## config.mk

```make
export PLATFORM = sky130hd
export DESIGN_NAME = memory_game_core_flat
export DESIGN_NICKNAME = d
export VERILOG_FILES = /design/src/rtl/memory_game_core_if.sv /design/src/rtl/memory_game_core.sv /design/src/flat_wrapper.sv
export SDC_FILE = /design/constraint.sdc
export NUM_CORES = 1
export LEC_CHECK = 0
export ABC_AREA = 0
export BUFFER_PORTS_ARGS = -buffer_cell sky130_fd_sc_hd__buf_2
export CAP_MARGIN = 20
export CELL_PAD_IN_SITES_DETAIL_PLACEMENT = 1
export CELL_PAD_IN_SITES_GLOBAL_PLACEMENT = 2
export CORE_MARGIN = 4
export CORE_UTILIZATION = 39
export CTS_CLUSTER_DIAMETER = 40
export CTS_CLUSTER_SIZE = 10
export DETAILED_ROUTE_END_ITERATION = 6
export HOLD_SLACK_MARGIN = 0.03
export PLACE_DENSITY = 0.85
export SYNTH_ARGS = -nofsm -noshare
export SYNTH_HDL_FRONTEND = slang
export SYNTH_SLANG_ARGS = --single-unit
```

## constraint.sdc

```tcl
create_clock -name clk -period 9.3 [get_ports clk]
set_input_delay 1.86 -clock clk [delete_from_list [all_inputs] [get_ports clk]]
set_output_delay 1.86 -clock clk [all_outputs]
set_load 0.02 [all_outputs]
```

## src/rtl/memory_game_core_if.sv

```systemverilog
// rtl/memory_game_core_if.sv - keypad and sequence-provider handshake bundle
interface memory_game_core_if #(
  parameter int MAX_LEN = 8
);
  logic                   key_valid;
  logic [3:0]             key_code;
  logic [4*MAX_LEN-1:0]   seq_in;
  logic                   seq_req;

  modport master (output key_valid, key_code, seq_in, input seq_req);
  modport slave  (input key_valid, key_code, seq_in, output seq_req);
endinterface

```

## src/rtl/memory_game_core.sv

```systemverilog
// rtl/memory_game_core.sv - keypad memory game round/lives/score controller
module memory_game_core #(
  parameter int MAX_LEN   = 8,
  parameter int START_LEN = 4,
  parameter int LEVEL_UP  = 3,
  parameter int LIVES     = 3,
  parameter int SHOW_EASY = 7000000,
  parameter int SHOW_MED  = 5000000,
  parameter int SHOW_HARD = 3000000,
  parameter int TIMEOUT   = 50000000,
  parameter int SCORE_W   = 14
) (
  input  logic                 clk,
  input  logic                 rst,
  memory_game_core_if.slave    kp,
  output logic                 show_number,
  output logic [4*MAX_LEN-1:0] disp_seq,
  output logic [3:0]           disp_len,
  output logic [3:0]           entry_count,
  output logic [SCORE_W-1:0]   score,
  output logic [2:0]           lives_left,
  output logic [2:0]           state,
  output logic                 round_ok,
  output logic                 round_fail
);
  typedef enum logic [2:0] {S_IDLE = 3'd0, S_SHOW = 3'd1, S_INPUT = 3'd2, S_OVER = 3'd3} state_t;

  localparam logic [3:0]  START4  = 4'(START_LEN);
  localparam logic [3:0]  MAX4    = 4'(MAX_LEN);
  localparam logic [2:0]  LIVES3  = 3'(LIVES);
  localparam logic [7:0]  LVL8    = 8'(LEVEL_UP);
  localparam logic [31:0] TO_LAST = (TIMEOUT == 0) ? 32'd0 : 32'(TIMEOUT - 1);

  state_t                 state_q, state_d;
  logic [1:0]             diff_q, diff_d;
  logic [31:0]            timer_q, timer_d, to_q, to_d, show_cycles;
  logic [4*MAX_LEN-1:0]   seq_q, seq_d, seq_shift;
  logic [3:0]             len_q, len_d, ec_q, ec_d, exp_idx, exp_digit;
  logic [SCORE_W-1:0]     score_q, score_d;
  logic [2:0]             lives_q, lives_d;
  logic [7:0]             streak_q, streak_d;
  logic                   ok_q, ok_d, fail_q, fail_d, show_q;
  logic                   req, win, miss;

  // Digits above the active length are zeroed so the overlay never shows stale data.
  function automatic logic [4*MAX_LEN-1:0] mask_seq(input logic [4*MAX_LEN-1:0] s, input logic [3:0] n);
    logic [4*MAX_LEN-1:0] r;
    r = '0;
    for (int i = 0; i < MAX_LEN; i++)
      if (i < int'(n)) r[4*i +: 4] = s[4*i +: 4];
    return r;
  endfunction

  always_comb begin
    case (diff_q)
      2'd2:    show_cycles = 32'(SHOW_MED);
      2'd3:    show_cycles = 32'(SHOW_HARD);
      default: show_cycles = 32'(SHOW_EASY);
    endcase
  end

  // Most significant digit is entered first.
  assign exp_idx   = len_q - ec_q - 4'd1;
  assign seq_shift = seq_q >> {exp_idx, 2'b00};
  assign exp_digit = seq_shift[3:0];

  always_comb begin
    state_d  = state_q;
    diff_d   = diff_q;
    timer_d  = timer_q;
    to_d     = to_q;
    seq_d    = seq_q;
    len_d    = len_q;
    ec_d     = ec_q;
    score_d  = score_q;
    lives_d  = lives_q;
    streak_d = streak_q;
    ok_d     = 1'b0;
    fail_d   = 1'b0;
    req      = 1'b0;
    win      = 1'b0;
    miss     = 1'b0;
    unique case (state_q)
      S_IDLE: begin
        if (kp.key_valid) begin
          if (kp.key_code inside {4'd1, 4'd2, 4'd3}) begin
            diff_d = kp.key_code[1:0];
          end else if (kp.key_code == 4'd15) begin
            req      = 1'b1;
            len_d    = START4;
            seq_d    = mask_seq(kp.seq_in, START4);
            lives_d  = LIVES3;
            score_d  = '0;
            streak_d = '0;
            timer_d  = show_cycles;
            state_d  = S_SHOW;
          end
        end
      end
      S_SHOW: begin
        if (timer_q <= 32'd1) begin
          state_d = S_INPUT;
          ec_d    = '0;
          to_d    = '0;
        end else begin
          timer_d = timer_q - 32'd1;
        end
      end
      S_INPUT: begin
        if (kp.key_valid) begin
          to_d = '0;
          if (kp.key_code <= 4'd9) begin
            if (kp.key_code == exp_digit) begin
              ec_d = ec_q + 4'd1;
              win  = (ec_q + 4'd1 == len_q);
            end else begin
              miss = 1'b1;
            end
          end else if (kp.key_code == 4'd14) begin
            ec_d = '0;
          end
        end else if (TIMEOUT != 0) begin
          if (to_q == TO_LAST) miss = 1'b1;
          else                 to_d = to_q + 32'd1;
        end
      end
      S_OVER: begin
        if (kp.key_valid && kp.key_code == 4'd15) begin
          state_d = S_IDLE;
          lives_d = LIVES3;
          len_d   = START4;
          ec_d    = '0;
        end
      end
      default: state_d = S_IDLE;
    endcase

    if (win) begin
      ok_d = 1'b1;
      req  = 1'b1;
      if (score_q != '1) score_d = score_q + 1'b1;
      if (streak_q + 8'd1 >= LVL8) begin
        streak_d = '0;
        if (len_q < MAX4) len_d = len_q + 4'd1;
      end else begin
        streak_d = streak_q + 8'd1;
      end
      seq_d   = mask_seq(kp.seq_in, len_d);
      timer_d = show_cycles;
      state_d = S_SHOW;
    end

    // A miss replays the same sequence without asking the provider for a new one.
    if (miss) begin
      fail_d   = 1'b1;
      lives_d  = lives_q - 3'd1;
      streak_d = '0;
      if (lives_q == 3'd1) begin
        state_d = S_OVER;
      end else begin
        state_d = S_SHOW;
        timer_d = show_cycles;
      end
    end
  end

  always_ff @(posedge clk or posedge rst) begin
    if (rst) begin
      state_q  <= S_IDLE;
      diff_q   <= 2'd1;
      timer_q  <= '0;
      to_q     <= '0;
      seq_q    <= '0;
      len_q    <= START4;
      ec_q     <= '0;
      score_q  <= '0;
      lives_q  <= LIVES3;
      streak_q <= '0;
      ok_q     <= 1'b0;
      fail_q   <= 1'b0;
      show_q   <= 1'b0;
    end else begin
      state_q  <= state_d;
      diff_q   <= diff_d;
      timer_q  <= timer_d;
      to_q     <= to_d;
      seq_q    <= seq_d;
      len_q    <= len_d;
      ec_q     <= ec_d;
      score_q  <= score_d;
      lives_q  <= lives_d;
      streak_q <= streak_d;
      ok_q     <= ok_d;
      fail_q   <= fail_d;
      show_q   <= (state_d == S_SHOW);
    end
  end

  assign kp.seq_req  = req & ~rst;
  assign show_number = show_q;
  assign disp_seq    = seq_q;
  assign disp_len    = len_q;
  assign entry_count = ec_q;
  assign score       = score_q;
  assign lives_left  = lives_q;
  assign state       = state_q;
  assign round_ok    = ok_q;
  assign round_fail  = fail_q;
endmodule
```

## src/flat_wrapper.sv

```systemverilog
// flat-port wrapper written by rule: the top's interface ports become plain ports
module memory_game_core_flat 
#(
  parameter int MAX_LEN   = 8,
  parameter int START_LEN = 4,
  parameter int LEVEL_UP  = 3,
  parameter int LIVES     = 3,
  parameter int SHOW_EASY = 7000000,
  parameter int SHOW_MED  = 5000000,
  parameter int SHOW_HARD = 3000000,
  parameter int TIMEOUT   = 50000000,
  parameter int SCORE_W   = 14
)
  (clk, rst, show_number, disp_seq, disp_len, entry_count, score, lives_left, state, round_ok, round_fail, kp_key_valid, kp_key_code, kp_seq_in, kp_seq_req);
  memory_game_core_if #(.MAX_LEN(MAX_LEN)) kp_i ();
  input  logic clk;
  input  logic rst;
  output logic show_number;
  output logic [4*MAX_LEN-1:0] disp_seq;
  output logic [3:0] disp_len;
  output logic [3:0] entry_count;
  output logic [SCORE_W-1:0] score;
  output logic [2:0] lives_left;
  output logic [2:0] state;
  output logic round_ok;
  output logic round_fail;
  input wire logic [$bits(kp_i.key_valid)-1:0] kp_key_valid;
  input wire logic [$bits(kp_i.key_code)-1:0] kp_key_code;
  input wire logic [$bits(kp_i.seq_in)-1:0] kp_seq_in;
  output wire logic [$bits(kp_i.seq_req)-1:0] kp_seq_req;
  assign kp_i.key_valid = kp_key_valid;
  assign kp_i.key_code = kp_key_code;
  assign kp_i.seq_in = kp_seq_in;
  assign kp_seq_req = kp_i.seq_req;
  memory_game_core #(.MAX_LEN(MAX_LEN), .START_LEN(START_LEN), .LEVEL_UP(LEVEL_UP), .LIVES(LIVES), .SHOW_EASY(SHOW_EASY), .SHOW_MED(SHOW_MED), .SHOW_HARD(SHOW_HARD), .TIMEOUT(TIMEOUT), .SCORE_W(SCORE_W)) u_core (.clk(clk), .rst(rst), .kp(kp_i), .show_number(show_number), .disp_seq(disp_seq), .disp_len(disp_len), .entry_count(entry_count), .score(score), .lives_left(lives_left), .state(state), .round_ok(round_ok), .round_fail(round_fail));
endmodule
```

# Yosys cells after proc, flatten, opt, wreduce, memory -nomap -nowiden
# Index checks and enable logic that the tools add are counted.
[op_classes]
addsub = 9
n_lt_le_gt_ge = 12
n_eq_ne = 28
shifts = 1
n_mux = 86
n_bitwise = 2
n_reduce_logical = 18
[ops]
columns = ["op", "count"]
rows = [
  ["2-to-1 mux 32 bit", 15],
  ["one-hot mux 32 bit (2 select lines)", 2],
  ["2-to-1 mux 4 bit", 22],
  ["2-to-1 mux 14 bit", 6],
  ["2-to-1 mux 8 bit", 7],
  ["one-hot mux 23 bit (2 select lines)", 1],
  ["2-to-1 mux 3 bit", 12],
  ["adder 32 x 1 -> 32 bit (second input constant)", 1],
  ["equality test 32 x 26 -> 1 bit (second input constant)", 1],
  ["<= comparator 32 x 1 -> 1 bit (second input constant)", 1],
  [">> shifter 32 x 6 -> 4 bit", 1],
  ["subtractor 32 x 1 -> 32 bit (second input constant)", 1],
  ["nonzero test 3 bit", 6],
  ["less-than comparator 3 x 4 -> 1 bit (first input constant)", 4],
  ["2-to-1 mux 1 bit", 16],
  ["adder 14 x 1 -> 14 bit (second input constant)", 1],
  ["!= test 14 bit (second input constant)", 1],
  ["!= test 3 x 1 -> 1 bit (second input constant)", 4],
  ["one-hot mux 3 bit (4 select lines)", 1],
  ["one-hot mux 4 bit (3 select lines)", 1],
  ["equality test 3 x 1 -> 1 bit (second input constant)", 3],
  ["adder 4 x 1 -> 4 bit (second input constant)", 2],
  ["adder 8 x 1 -> 8 bit (second input constant)", 1],
  ["equality test 4 x 2 -> 1 bit (second input constant)", 2],
  ["other kinds (29)", 44],
]
[word_totals]
regBits = 137
inputBits = 39
out_inout_bits = 64
elab_cells = 169

# Longest topological paths before layout
# Gate-level depths: netlist of the first run.
[depth]
ltp_word = 12
mapped_depth = 15
ltp_nobuf = 13

# Worst setup path after synthesis of the first run
# OpenSTA, ideal clock, no wires.
[synth_timing]
path_kind = "in2out"
start = "in kp_key_code[1]"
end = "out kp_seq_req"
arrival_ns = 3.579
required_time_ns = 7.440
setup_slack_ns = 3.861
path_stages = 9
path_buffers = 1
path_cell_list = "inv_1 > o221ai_1 > or3_1 > a221oi_2 > o211ai_1 > inv_1 > nor2_1 > clkbuf_1 > nor2_1"
[synth_between]
elab_chain_cells = 7
word_cells_on_any_way = 17
classes_between = "order compare (1); eq/ne (5); mux (9); bitwise (1); reduce/logical (1)"
[synth_lines]
columns = ["item", "line_no", "source"]
rows = [
  ["start: declaration", "flat_wrapper.sv:28", "input wire logic [$bits(kp_i.key_code)-1:0] kp_key_code;"],
  ["parallel branches: the longest is 5 deep, another holds <= comparator 4 bit", "--", ""],
  ["2-to-1 mux 1 bit *", "memory_game_core.sv:138", "if (win) begin"],
  ["AND 1 bit *", "memory_game_core.sv:199", "assign kp.seq_req = req & ~rst;"],
  ["end: declaration", "flat_wrapper.sv:30", "output wire logic [$bits(kp_i.seq_req)-1:0] kp_seq_req;"],
]
# Every way passes the cells marked *.

# Worst setup path after layout of the first run
[layout_timing]
start = "reg u_core.len_q[0], in the netlist u_core.disp_len[0]"
end = "out kp_seq_req"
[layout_between]
elab_chain_cells = 10
word_cells_on_any_way = 11
classes_between = "add/sub (2); eq/ne (2); shift (1); mux (5); bitwise (1)"
[layout_lines]
columns = ["item", "line_no", "source"]
rows = [
  ["start: declaration", "memory_game_core.sv:38", "logic [3:0] len_q, len_d, ec_q, ec_d, exp_idx, exp_digit;"],
  ["start signal: assignment", "memory_game_core.sv:188", "len_q <= len_d;"],
  ["subtractor 4 bit", "memory_game_core.sv:63", "assign exp_idx = len_q - ec_q - 4'd1;"],
  ["subtractor 4 x 1 -> 4 bit", "memory_game_core.sv:63", ""],
  [">> shifter 32 x 6 -> 4 bit", "memory_game_core.sv:64", "assign seq_shift = seq_q >> {exp_idx, 2'b00};"],
  ["equality test 4 bit", "memory_game_core.sv:113", "if (kp.key_code == exp_digit) begin"],
  ["2-to-1 mux 1 bit *", "memory_game_core.sv:113", ""],
  ["2-to-1 mux 1 bit *", "memory_game_core.sv:112", "if (kp.key_code <= 4'd9) begin"],
  ["2-to-1 mux 1 bit *", "memory_game_core.sv:110", "if (kp.key_valid) begin"],
  ["2-to-1 mux 1 bit *", "memory_game_core.sv:83", "unique case (state_q)"],
  ["2-to-1 mux 1 bit *", "memory_game_core.sv:138", ""],
  ["AND 1 bit *", "memory_game_core.sv:199", ""],
]
# Mark *: on every way between the ends. The rest lies on a longest branch, timed or not.

==> impl_metrics.csv, run 1 <==
group,metric,value,unit
status,status,"completed",
min_path,min_path_type,"flop to flop",
synth,yosysWarnings,0,
timing,period_share,71.3,%
floorplan,die_h,149,um
synth,synth_top_area_cell,"dfrtp_1",
floorplan,rows,51,
finish,diodes,0,
finish,drive_gt1_share,19.8,%
synth,synth_edf_count,0,
clock_network,h-tree-depth,4,
power,ir_drop,0.131,mV
drt,drc,0,
floorplan,num_io_pins,103,
worst_setup_path,cp_max_fo,26,
drt,drt_wl_total,22.4,mm
drt,vias,6859,
synth,synthesis.area,7730,um2
synth,yosysTopAreaCellShare,43.0,%
timing,slew_headroom,30.0,%
synth,synth_nets,885,
timing,worst_pin_slew,1.04,ns
global_routing,antenna_found_initial,0,
timing,setup_violations,0,
drt,dr.pass1.iters,4,
placement,hpwl,15.8,mm
global_routing,grt_pass1_wl,38.2,mm
clock_network,cts.sinks,137,
worst_setup_path,cp.required,7.44,ns
placement,port_buffers,102,
drt,drt-met1-wl,10.3,mm
drt,drtIter0Drc,406,
global_routing,grt_pass1_vias,7178,
clock_network,cts_buffers,17,
clock_network,cts_resized,0,
synth,synthArstFlopShare,100,%
synth,synthFlopType,"dfrtp_1",
clock_network,holdBufCountCts,0,
floorplan,die_area,22100,um2
job,maxCapViolCount,0,
floorplan,core_area,19500,um2
synth,syn_inst,832,
timing,period_needed,6.63,ns
synth,yosys-top-cells-area,"dfrtp_1 (43%), nor2_1 (4.6%), nand2_1 (3.5%), nand3_1 (2.8%), o21ai_0 (2.5%)",
finish,fin_area,9070,um2
timing,max_freq,151,MHz
global_routing,grt_start_max_net_pins,74,
drt,dr_wl_met2,10.9,mm
placement,place_area,8500,um2
finish,nNetsFinal,979,
global_routing,grt_use_total,21.2,%
drt,post_drt_wl_per_cell,18.6,um
finish,finalCoreUtilization,46.6,%
clock_network,clkTransAtPathRegs,0.06,ns
floorplan,initial_utilization,39.7,%
finish,area_growth,17.3,%
drt,antenna_left,0,
global_routing,grt_overflow_total,0,
clock_network,cts_setup_buffers,0,
synth,ys_types,80,
floorplan,die_w,149,um
worst_setup_path,arrival,4.77,ns
clock_network,root_buffer,"clkbuf_16",
clock_network,cts_buffer_depth,2,
worst_setup_path,critical_path_class,"flop to output port",
timing,rsz0062_at_grt,"false",
clock_network,cts_tree,"built",
synth,synth_seq_cells,137,
timing,maxSlewViolCount,0,
placement,finalWeightedCongestion,0.807,
worst_setup_path,critPathCaptureType,"output port",
drt,wl_met3,877,um
drt,viasPerCell,5.70,
drt,dr.max_layer_used,"met4",
timing,skew,0.00886,ns
clock_network,insertion_delay,0.43,ns
synth,syn-mean-instance-area,9.29,um2
power,powerDensity,187,nW/um2
worst_setup_path,cp-start-kind,"flop",
timing,hold_violations,0,
power,p_leak,4.10,nW
synth,synth_seq_area_share,44.4,%
timing,finalSetupTns,0,ns
## state kept, by name (all words and copies together) (netlist names)
name                cells
u_core.state            3
u_core.diff_q           2
u_core.to_q            32
u_core.round_fail       1
u_core.entry_count      4
u_core.disp_len         4
u_core.lives_left       3
u_core.timer_q         32
u_core.disp_seq        32
u_core.score           14
u_core.show_number      1
u_core.streak_q         8
u_core.round_ok         1
## stage by stage
stage / setup slack, ns / hold slack, ns / power (mW) / std cells
after floorplan: 3.78 / 0.444 / 0.950 / 832
after global placement: 2.97 / 0.457 / 1.03 / 1172
after detailed placement: 2.92 / 0.468 / 1.04 / 1172
after CTS: 2.63 / 0.476 / 1.71 / 1204
after global routing: 2.35 / 0.503 / 1.78 / 1204
final: 2.67 / 0.472 / 1.70 / 1204
## layout make-up
class	instances	area [um2]
inverter	33	129
multi-input combinational	624	4020
timing repair buffer	113	593
sequential	137	3430
clock buffer	17	425
tap	265	332
clock inverter	15	143
fill	2297	10400
## logic make-up after synthesis
group | count (synthesis) | share of synthesized area [%]
other | 1 | 0.0485
AND/OR/NAND/NOR | 349 | 23.2
XOR/XNOR | 31 | 3.51
adder cells (fa/ha/maj) | 14 | 2.36
multiplexers | 26 | 4.27
buffers and inverters | 71 | 3.75
flip-flops | 137 | 44.4
AO/OA/AOI/OAI | 203 | 18.4
## report_power, final
group | leakage (nW) | internal [mW] | switching [mW] | total, mW
registers | 1.81 | 0.668 | 0.0910 | 0.759
clock network | 0.269 | 0.373 | 0.295 | 0.669
logic | 2.03 | 0.119 | 0.151 | 0.271
## Yosys cell counts, types with 16 or more instances
cell type  instances
a21oi_1           37
a22o_1            17
and3_1            16
clkbuf_1          26
dfrtp_1          133
inv_1             32
nand2_1           73
nand3_1           44
nor2_1            94
nor3_1            26
o21ai_0           38
xnor2_1           17
## routing by layer
| metal | vias up | GRT usage [%] |
|---|---|---|
| met5 | - | 0 |
| met4 | 0 | 5.26 |
| met3 | 23 | 4.16 |
| met2 | 145 | 35.9 |
| met1 | 3443 | 28.2 |
| li1 | 3248 | - |
## worst max-delay path, cell delays in order, from the launching register on
cell and delay (ns):
dfrtp_1 0.51, ha_1 0.24, inv_1 0.06, fa_1 0.83, mux4_2 0.32, o221ai_1 0.11
or3_1 0.36, a221oi_2 0.34, o211ai_1 0.19, buf_4 0.25, inv_1 0.55, nor2_2 0.05
buf_4 0.24, nor2_1 0.11, buf_2 0.17
## cells in the final DEF (no fill, tap or decap), types with 14 or more instances in the layout
master,count
a21oi_1,37
a22o_1,17
and3_1,16
buf_2,102
clkbuf_16,17
dfrtp_1,133
inv_1,31
mux2i_1,15
nand2_1,73
nand3_1,44
nor2_1,93
nor3_1,26
o21ai_0,38
or3_1,15
xnor2_1,17
xor2_1,14
## worst paths after layout
kind / slack, ns / to / start / depth (start not counted)
min: 0.47 / u_core.diff_q[0] / u_core.diff_q[0] / 2
max reg2reg: 4.56 / u_core.disp_seq[3] / u_core.disp_len[0] / 14
min reg2reg: 0.47 / u_core.diff_q[0] / u_core.diff_q[0] / 2
max in group asynchronous: 6.42 / u_core.timer_q[12] / rst / 3
max: 2.67 / kp_seq_req / u_core.disp_len[0] / 14
min in group asynchronous: 1.55 / u_core.disp_seq[28] / rst / 2
(Power assumes the default switching activity.)
==> run 2: changes to the inputs <==
--- a/config.mk
+++ b/config.mk
@@ -5,18 +5,18 @@
 export SDC_FILE = /design/constraint.sdc
 export NUM_CORES = 1
 export LEC_CHECK = 0
-export ABC_AREA = 0
+export ABC_AREA = 1
 export BUFFER_PORTS_ARGS = -buffer_cell sky130_fd_sc_hd__buf_2
 export CAP_MARGIN = 20
 export CELL_PAD_IN_SITES_DETAIL_PLACEMENT = 1
 export CELL_PAD_IN_SITES_GLOBAL_PLACEMENT = 2
 export CORE_MARGIN = 4
-export CORE_UTILIZATION = 39
+export CORE_UTILIZATION = 31
 export CTS_CLUSTER_DIAMETER = 40
 export CTS_CLUSTER_SIZE = 10
 export DETAILED_ROUTE_END_ITERATION = 6
 export HOLD_SLACK_MARGIN = 0.03
-export PLACE_DENSITY = 0.85
+export PLACE_DENSITY = 0.77
 export SYNTH_ARGS = -nofsm -noshare
 export SYNTH_HDL_FRONTEND = slang
 export SYNTH_SLANG_ARGS = --single-unit
==> constraint.sdc (replaced) <==
create_clock -name clk -period 6 [get_ports clk]
set_input_delay 1.2 -clock clk [delete_from_list [all_inputs] [get_ports clk]]
set_output_delay 1.2 -clock clk [all_outputs]
set_load 0.02 [all_outputs]
==> run 2 against run 1 <==
Compared with the run above: final cell count up 39%; clock skew is 0.0073 ns higher; sequential share of layout area shrank 4.1 points; die area increased by 39%; synthesized cell count up 43%; worst setup slack got worse by 1.5 ns; clock power increased by 73%; via count increased by 22%; critical path depth increased by 4; non-clock buffer count shrank 7; power up 83%; global-route usage shrank 1.7 points; largest power group unchanged; highest routed layer is now met5.
==> impl_metrics.csv, run 2 <==
group,metric,value,unit
status,status,"completed",
floorplan,die_area,30800,um2
timing,slew_headroom,38.8,%
clock_network,root_buffer,"clkbuf_16",
floorplan,core_area,27700,um2
worst_setup_path,critPathCaptureType,"output port",
clock_network,cts_tree,"built",
global_routing,grt_pass1_vias,8898,
global_routing,grt_use_total,19.5,%
placement,finalWeightedCongestion,0.819,
global_routing,grt_overflow_total,0,
timing,hold_violations,0,
synth,synthFlopType,"dfrtp_1",
power,p_switching,1.09,mW
synth,synth_seq_area_share,39.5,%
clock_network,cts_resized,0,
finish,area_growth,16.9,%
synth,synth_common_cells,"nand2_1 (295), nor2_1 (142), dfrtp_1 (133)",
job,maxCapViolCount,0,
power,pwr-share-comb,24.0,%
min_path,hold_path_end,"u_core.streak_q[4]",
global_routing,antenna_found_initial,3,
worst_setup_path,cp_max_fo,24,
clock_network,cts_buffer_depth,2,
floorplan,rows,61,
drt,viasPerCell,4.99,
synth,syn-mean-instance-area,7.30,um2
power,p_leak,4.85,nW
finish,drive_gt1_share,14.9,%
clock_network,insertion_delay,0.44,ns
drt,drtIter0Drc,462,
synth,yosys-top-cells-area,"dfrtp_1 (38%), nand2_1 (13%), nand3_1 (6.7%), nor2_1 (6.1%), inv_1 (5.7%)",
synth,synthArstFlopShare,100,%
drt,dr.pass1.iters,4,
worst_setup_path,ff2ff_path_depth,17,
power,power_frac_seq,38.8,%
synth,yosysTopAreaCellShare,38.3,%
power,ir_drop,0.222,mV
drt,post_drt_wl_per_cell,17.2,um
placement,port_buffers,102,
synth,synthesis.area,8690,um2
synth,yosysWarnings,0,
drt,dr.max_layer_used,"met5",
drt,dr_wl_met2,13.3,mm
drt,drc,0,
clock_network,cts.sinks,137,
global_routing,grt_pass1_wl,48.4,mm
finish,finalCoreUtilization,36.7,%
worst_setup_path,r2r_setup_slack,2.30,ns
min_path,min_path_type,"flop to flop",
floorplan,die_w,175,um
drt,vias,8369,
min_path,hold_start,"u_core.streak_q[4]",
worst_setup_path,arrival,3.65,ns
finish,diodes,0,
drt,drt_wl_total,28.9,mm
worst_setup_path,critical_path_class,"flop to output port",
synth,syn_inst,1191,
worst_setup_path,r2r_start,"u_core.entry_count[0]",
synth,synth.most_common_cell,"nand2_1",
placement,place_inst,1645,
power,p_total,3.11,mW
clock_network,clkTransAtPathRegs,0.06,ns
timing,period_share,80.8,%
global_routing,grt_start_max_net_pins,91,
floorplan,die_h,175,um
worst_setup_path,cp.required,4.80,ns
power,swShare,35.0,%
power,p_int,2.02,mW
clock_network,holdBufCountCts,0,
timing,setup_violations,0,
synth,synth_top_area_cell,"dfrtp_1",
synth,synth_edf_count,0,
worst_setup_path,cp-start-kind,"flop",
clock_network,cts_buffers,17,
power,powerDensity,306,nW/um2
floorplan,initial_utilization,31.4,%
timing,skew,0.0161,ns
clock_network,h-tree-depth,4,
timing,max_freq,206,MHz
timing,worst_pin_slew,0.917,ns
synth,ys_types,54,
drt,wl_met3,1.01,mm
floorplan,num_io_pins,103,
finish,nNetsFinal,1339,
timing,period_needed,4.85,ns
placement,hpwl,21.3,mm
synth,synth_nets,1244,
power,power_frac_clock,37.2,%
min_path,hold_depth,2,
finish,final_common_cell,"nand2_1",
drt,drt-met1-wl,14.3,mm
finish,fin_cells,1677,
synth,synth_seq_cells,137,
timing,finalSetupTns,0,ns
timing,maxSlewViolCount,0,
finish,final_cell_mix,"nand2_1 (295), nor2_1 (142), dfrtp_1 (133), inv_1 (131), nand3_1 (116)",
clock_network,cts_setup_buffers,0,
worst_setup_path,r2r_end,"u_core.timer_q[10]",
timing,rsz0062_at_grt,"false",
drt,antenna_left,0,
worst_setup_path,crit_start,"u_core.entry_count[0]",
## run 2: cell count changes in the layout (fill, tap and decap cells not counted), sizes merged, moves of 20 or more
cell	delta
o21ai	+30
nand3	+77
nor2	+61
xor2	+30
inv	+105
nand2	+228
nand4	+20
## run 2: per-layer routing
metal / GRT usage (%) / up-vias
li1: - / 4082
met1: 27.2 / 4124
met2: 31.5 / 133
met3: 4.07 / 24
met4: 4.16 / 6
met5: 0 / -
## run 2: cell type report
type	count	area, um2
Multi-Input combinational cell	879	4530
Timing Repair Buffer	106	541
Sequential cell	137	3430
Clock buffer	21	460
Clock inverter	11	170
Tap cell	378	473
Fill cell	3489	17500
Inverter	145	556
## run 2: logic make-up after synthesis
kind of cell             after synthesis  synth area share, %
AO/OA/AOI/OAI                        139                 9.73
XOR/XNOR                              56                 5.73
adder cells (fa/ha/maj)               14                 2.10
other                                  1               0.0431
AND/OR/NAND/NOR                      669                 34.5
buffers and inverters                175                 8.39
flip-flops                           137                 39.5
## run 2: how the worst max path moves through the flow
stage / to / cells past startpoint / slack [ns]
finish: kp_seq_req / 18 / 1.15
global route: kp_seq_req / 18 / 0.79
CTS: kp_seq_req / 18 / 1.14
detailed placement: kp_seq_req / 9 / 1.60
global placement: kp_seq_req / 11 / 1.68
floorplan: u_core.diff_q[1] / 1 / 1.14
## run 2: worst max-delay path, stage by stage (launching register included)
cell and delay (ns):
dfrtp_1 0.41, inv_1 0.09, ha_1 0.17, inv_1 0.06
fa_1 0.71, inv_1 0.23, nand3_1 0.13, nand3_1 0.08
nand2_1 0.11, nand2_1 0.06, nand2_1 0.05, nand2_1 0.08
nor2_4 0.18, nand3_4 0.15, nand2_1 0.12, inv_1 0.05
buf_4 0.23, nor2_1 0.12, buf_2 0.17
## run 2: metrics by stage
step	cell area [um2]	hold WS (ns)	setup slack, ns
2_1_floorplan	8690	0.472	1.14
3_3_place_gp	9530	0.491	1.68
3_5_place_dp	9530	0.503	1.60
4_1_cts	10200	0.518	1.14
5_1_grt	10200	0.544	0.789
6_report	10200	0.516	1.15
## run 2: power by group through the flow
stage | Sequential (mW) | Clock [mW] | Combinational [mW]
2_1_floorplan | 1.23 | 0 | 0.492
3_3_place_gp | 1.22 | 0 | 0.736
3_5_place_dp | 1.22 | 0 | 0.749
4_1_cts | 1.21 | 1.19 | 0.754
5_1_grt | 1.23 | 1.23 | 0.854
6_report | 1.21 | 1.16 | 0.747
